--- src/rtl/elm_pkg.sv ---
// Shared constants and types for the ELM output layer.
// Class sums settle COUNT_MAX cycles into accumulation; argmax runs after that.
package elm_pkg;

  localparam int SUM_W       = 24;
  localparam int NUM_CLASSES = 10;
  localparam int COUNT_MAX   = 255;
  localparam int DIGIT_W     = 4;

  typedef enum logic {
    IDLE,
    SCAN
  } state_t;

endpackage

--- src/rtl/elm_argmax_classifier_if.sv ---
// Start/busy/done handshake and result bus of the argmax stage.
interface elm_argmax_classifier_if #(
  parameter int NUM_CLASSES = elm_pkg::NUM_CLASSES,
  parameter int SUM_W       = elm_pkg::SUM_W
);

  logic                           start;
  logic [NUM_CLASSES*SUM_W-1:0]   scores;
  logic                           busy;
  logic                           done;
  logic [elm_pkg::DIGIT_W-1:0]    digit;
  logic [SUM_W-1:0]               max_score;
  logic [SUM_W:0]                 margin;

  modport master (
    output start, scores,
    input  busy, done, digit, max_score, margin
  );

  modport slave (
    input  start, scores,
    output busy, done, digit, max_score, margin
  );

endinterface

--- src/rtl/elm_score_cmp.sv ---
// Single-step running max/second-max update for the argmax scan.
// An equal-to-best score keeps the earlier index but may still become second.
module elm_score_cmp #(
  parameter int SUM_W = elm_pkg::SUM_W
) (
  input  logic signed [SUM_W-1:0] s,
  input  logic signed [SUM_W-1:0] best,
  input  logic signed [SUM_W-1:0] second,
  input  logic                    first,
  output logic signed [SUM_W-1:0] best_nxt,
  output logic signed [SUM_W-1:0] second_nxt,
  output logic                    take_new
);

  always_comb begin
    best_nxt   = best;
    second_nxt = second;
    take_new   = 1'b0;
    if (first) begin
      best_nxt   = s;
      second_nxt = {1'b1, {(SUM_W-1){1'b0}}};
      take_new   = 1'b1;
    end else if (s > best) begin
      best_nxt   = s;
      second_nxt = best;
      take_new   = 1'b1;
    end else if (s > second) begin
      second_nxt = s;
    end
  end

endmodule

--- src/rtl/elm_argmax_classifier.sv ---
// Sequential argmax over the ELM class sums: captures on start, scans one
// class per clock, reports digit, max score and margin to the runner-up.
module elm_argmax_classifier
  import elm_pkg::*;
#(
  parameter int NUM_CLASSES = elm_pkg::NUM_CLASSES,
  parameter int SUM_W       = elm_pkg::SUM_W
) (
  input  logic                   clk,
  input  logic                   rst,
  elm_argmax_classifier_if.slave bus
);

  state_t                   state;
  logic signed [SUM_W-1:0]  regs [NUM_CLASSES];
  logic [DIGIT_W-1:0]       idx;
  logic [DIGIT_W-1:0]       best_idx;
  logic signed [SUM_W-1:0]  best;
  logic signed [SUM_W-1:0]  second;

  logic signed [SUM_W-1:0]  s;
  logic signed [SUM_W-1:0]  best_nxt;
  logic signed [SUM_W-1:0]  second_nxt;
  logic                     take_new;
  logic                     last;
  logic [SUM_W:0]           diff;

  always_comb begin
    s    = regs[idx];
    last = (idx == DIGIT_W'(NUM_CLASSES-1));
    // Sign-extend both operands so max - second cannot wrap.
    diff = {best_nxt[SUM_W-1], best_nxt} - {second_nxt[SUM_W-1], second_nxt};
  end

  elm_score_cmp #(
    .SUM_W(SUM_W)
  ) u_cmp (
    .s          (s),
    .best       (best),
    .second     (second),
    .first      (idx == '0),
    .best_nxt   (best_nxt),
    .second_nxt (second_nxt),
    .take_new   (take_new)
  );

  always_ff @(posedge clk) begin
    if (rst) begin
      state         <= IDLE;
      idx           <= '0;
      best_idx      <= '0;
      best          <= '0;
      second        <= '0;
      bus.busy      <= 1'b0;
      bus.done      <= 1'b0;
      bus.digit     <= '0;
      bus.max_score <= '0;
      bus.margin    <= '0;
    end else begin
      bus.done <= 1'b0;
      case (state)
        IDLE: begin
          if (bus.start) begin
            for (int unsigned k = 0; k < NUM_CLASSES; k++) begin
              regs[k] <= bus.scores[k*SUM_W +: SUM_W];
            end
            idx      <= '0;
            state    <= SCAN;
            bus.busy <= 1'b1;
          end
        end
        SCAN: begin
          best   <= best_nxt;
          second <= second_nxt;
          if (take_new) begin
            best_idx <= idx;
          end
          if (last) begin
            bus.digit     <= take_new ? idx : best_idx;
            bus.max_score <= best_nxt;
            bus.margin    <= diff;
            bus.done      <= 1'b1;
            bus.busy      <= 1'b0;
            state         <= IDLE;
          end else begin
            idx <= idx + 1'b1;
          end
        end
        default: state <= IDLE;
      endcase
    end
  end

endmodule

--- src/flat_wrapper.sv ---
// flat-port wrapper written by rule: the top's interface ports become plain ports
module elm_argmax_classifier_flat import elm_pkg::*;
#(
  parameter int NUM_CLASSES = elm_pkg::NUM_CLASSES,
  parameter int SUM_W       = elm_pkg::SUM_W
)
  (clk, rst, bus_start, bus_scores, bus_busy, bus_done, bus_digit, bus_max_score, bus_margin);
  elm_argmax_classifier_if #(.NUM_CLASSES(NUM_CLASSES), .SUM_W(SUM_W)) bus_i ();
  input  logic clk;
  input  logic rst;
  input wire logic [$bits(bus_i.start)-1:0] bus_start;
  input wire logic [$bits(bus_i.scores)-1:0] bus_scores;
  output wire logic [$bits(bus_i.busy)-1:0] bus_busy;
  output wire logic [$bits(bus_i.done)-1:0] bus_done;
  output wire logic [$bits(bus_i.digit)-1:0] bus_digit;
  output wire logic [$bits(bus_i.max_score)-1:0] bus_max_score;
  output wire logic [$bits(bus_i.margin)-1:0] bus_margin;
  assign bus_i.start = bus_start;
  assign bus_i.scores = bus_scores;
  assign bus_busy = bus_i.busy;
  assign bus_done = bus_i.done;
  assign bus_digit = bus_i.digit;
  assign bus_max_score = bus_i.max_score;
  assign bus_margin = bus_i.margin;
  elm_argmax_classifier #(.NUM_CLASSES(NUM_CLASSES), .SUM_W(SUM_W)) u_core (.clk(clk), .rst(rst), .bus(bus_i));
endmodule
--- config.mk ---
export PLATFORM = sky130hd
export DESIGN_NAME = elm_argmax_classifier_flat
export DESIGN_NICKNAME = d
export VERILOG_FILES = /design/src/rtl/elm_pkg.sv /design/src/rtl/elm_argmax_classifier_if.sv /design/src/rtl/elm_score_cmp.sv /design/src/rtl/elm_argmax_classifier.sv /design/src/flat_wrapper.sv
export SDC_FILE = /design/constraint.sdc
export NUM_CORES = 1
export LEC_CHECK = 0
export ABC_AREA = 1
export CORE_MARGIN = 1.5
export CORE_UTILIZATION = 58
export DETAILED_ROUTE_END_ITERATION = 8
export PLACE_DENSITY = 0.85
export SLEW_MARGIN = 5
export SYNTH_ARGS = -nofsm -noshare
export SYNTH_HDL_FRONTEND = slang
export SYNTH_SLANG_ARGS = --single-unit
--- constraint.sdc ---
create_clock -name clk -period 41.1 [get_ports clk]
set_input_delay 8.22 -clock clk [delete_from_list [all_inputs] [get_ports clk]]
set_output_delay 8.22 -clock clk [all_outputs]
set_load 0.02 [all_outputs]
==> flow_summary_export.csv <==
group,metric,value,unit
synth,ys_seq_area_share,54.3,%
synth,post-synth-top-area-cell,"edfxtp_1",
run_status,outcome,"finished clean",
floorplanning,pin_count,298,
floorplanning,die_h,177,um
layout,regArea,9540,um2
drt,drtPass1Iterations,6,
timing,hold_viol_final,0,
synth,synth_edf_count,240,
layout,layout-drive-gt1-share,3.92,%
drt,wire_per_inst,19.3,um
clock_tree,clockBufferDepth,3,
timing,period_minus_slack,10.42,ns
placed_design,gp_congestion,0.934,
synth,synth-async-reset-ratio,0,%
power,p_leak,8.90,nW
synth,yosysMostFrequentCell,"nand2_1",
critical_path,slowest_stage,"buf_12",
clock_tree,cts_setup_buffers,0,
synth,synthesis.area,17600,um2
timing,worstMarginPinSlew,1.16,ns
drt,via_per_inst,5.77,
critical_path,critPathMaxFanout,216,
clock_tree,cts_hold_buf,0,
timing,fmaxAchievable,96.0,MHz
synth,synth_commonest_cells,"nand2_1 (387), inv_1 (269), edfxtp_1 (240)",
clock_tree,clk_latency,0.53,ns
timing,slew_viol_final,0,
hold_path,hold_start,"u_core.bus.margin[22]$_SDFFE_PP0P_",
placed_design,dp.final_hpwl,34.5,mm
critical_path,reg2regPathDepth,28,
drt,vias,15100,
floorplanning,placementRows,63,
critical_path,r2r_slack,33.56,ns
synth,ys_seq_elements,356,
layout,nets,2510,
floorplanning,initial_core_util,59.1,%
drt,dr.first_iter.drc_count,1894,
grt,antenna_found_initial,9,
drt,detail-route-antenna-nets,0,
layout,post-route-cell-area,21900,um2
clock_tree,post_cts_resized,0,
critical_path,critPathMaxStageDelay,0.83,ns
clock_tree,htree_levels,2,
power,p_per_area,44.8,nW/um2
floorplanning,core,29700,um2
synth,synth_warnings,0,
critical_path,crit_family,"buffers and inverters",
hold_path,worstHoldPathCells,2,
hold_path,holdPathEnd,"u_core.bus.margin[22]$_SDFFE_PP0P_",
layout,fill_cells,1997,
timing,setup_violations,0,
flow_run,maxCapViolations,0,
critical_path,timing.rr.end,"u_core.bus.margin[12]$_SDFFE_PP0P_",
grt,grt_remaining_overflow,0,
floorplanning,die_x,177,um
timing,skew,0.0138,ns
timing,whs,0.451,ns
clock_tree,cts_num_sinks,356,
synth,postSynthAreaPerCell,9.06,um2
timing,fin_crit_sh,25.3,%
drt,drc_errors,0,
critical_path,crit_path_cell_trace,"clkdlybuf4s50_1, buf_4, nor2_4, buf_12",
synth,yosysUniqueCellTypes,43,
critical_path,endpoint_kind,"flip-flop",
clock_tree,clkTransAtPathRegs,0.06,ns
grt,grt_pass1_wl,77.7,mm
timing,slew_headroom,22.4,%
clock_tree,cts_tree,"done",
hold_path,hp-class,"flip-flop to flip-flop",
critical_path,cp-start-kind,"primary input",
grt,grt_pass1_vias,14600,
floorplanning,die-area,31300,um2
clock_tree,cts_root_buffer,"clkbuf_16",
critical_path,cp_num_buf_inv,3,
drt,drt_wl_total,50.6,mm
power,irDropWorstVdd,0.0000375,V
timing,rsz0062_at_grt,"false",
placed_design,placed_area,20700,um2
clock_tree,numCtsBuffers,38,
synth,yosysTopAreaCellShare,41.1,%
synth,synth.area.top_cells,"edfxtp_1 (41%), dfxtp_1 (13%), nand2_1 (8.3%), inv_1 (5.8%), ha_1 (5.3%)",
synth,netlist_instances,1938,
layout,syn_to_final_growth,24.8,%
placed_design,port-buffer-count,297,
synth,syn-num-nets,2257,
critical_path,crit_required,41.24,ns
grt,grt_start_max_net_pins,217,
critical_path,cp.arrival,10.56,ns
synth,synthFlopType,"edfxtp_1",
layout,multi_input_area,6560,um2
timing,final.setup.tns,0,ns
critical_path,critPathKind,"primary input to flip-flop",
grt,grtUsageTotal,32.2,%
[layer usage]
layer  track usage, %  wire length [um]  up-vias  share of wire (%)
met3             6.01              4840      149                9.6
li1                 -                 -     7095                  -
met2             53.8             24800      896                 49
met5                0                11        -              0.022
met1             40.5             18800     6951                 37
met4             14.9              2160        2                4.3
[cell families after synthesis]
group | count (synthesis) | share of synthesized area [%]
XOR/XNOR | 9 | 0.449
flip-flops | 356 | 54.3
adder cells (fa/ha/maj) | 76 | 5.46
buffers and inverters | 369 | 8.43
AO/OA/AOI/OAI | 379 | 12.2
AND/OR/NAND/NOR | 727 | 17.9
multiplexers | 22 | 1.25
[sequential cells by signal, summed over array words and instances (netlist names), 4 cells and up, named ones only]
register and count:
u_core.regs 240, u_core.bus.margin 25, u_core.best 24, u_core.bus.max_score 24, u_core.second 24, u_core.best_idx 4
u_core.bus.digit 4, u_core.idx 4
[report_power, final]
part / internal, mW / switching (mW) / total (mW)
registers: 0.400 / 0.00988 / 0.410
logic: 0.0853 / 0.148 / 0.233
clock network: 0.195 / 0.144 / 0.339
[layout make-up]
type	instances	share of cell area [%]
Timing Repair Buffer	307	14.0
Inverter	275	4.72
Clock inverter	17	0.674
Antenna cell	8	0.0914
Sequential cell	356	43.5
Clock buffer	51	4.85
Multi-Input combinational cell	1213	29.9
Tap cell	390	2.23
[worst register-to-register path: cells and delay by family (launching register included)]
family / cells / cell delay (ns)
AND/OR/NAND/NOR: 15 / 2.54
AO/OA/AOI/OAI: 6 / 1.56
buffers and inverters: 4 / 1.21
flip-flops: 1 / 1.07
adder cells (fa/ha/maj): 3 / 1.07
[cells in the final DEF (no fill, tap or decap), types with 75 or more instances in the layout]
master,count
nor2_1,98
ha_1,75
inv_1,269
nand3_1,176
clkdlybuf4s50_1,297
edfxtp_1,240
nand2_1,387
a21oi_1,149
o21ai_0,105
dfxtp_1,113
[worst max path at each step]
stage               depth (start not counted)  slack (ns)  from                           end
floorplan                                   3       21.66   rst   u_core.regs[0][0]$_DFFE_PP_
global placement                            4       30.23   rst   u_core.regs[8][5]$_DFFE_PP_
detailed placement                          4       30.20   rst   u_core.regs[3][5]$_DFFE_PP_
CTS                                         4       30.74   rst   u_core.regs[8][0]$_DFFE_PP_
global route                                4       30.56   rst  u_core.regs[1][11]$_DFFE_PP_
finish                                      4       30.68   rst   u_core.regs[8][0]$_DFFE_PP_
[per-stage QoR]
stage          total power, mW  util [%]  setup WS [ns]  std cells
6_report                 0.982      73.7          30.68       2617
5_1_grt                   1.02      73.7          30.56       2617
4_1_cts                  0.980      73.6          30.74       2609
3_5_place_dp             0.643      69.6          30.20       2541
3_3_place_gp             0.638      69.6          30.23       2541
2_1_floorplan            0.574         -          21.66       1938
(Power assumes the default switching activity.)
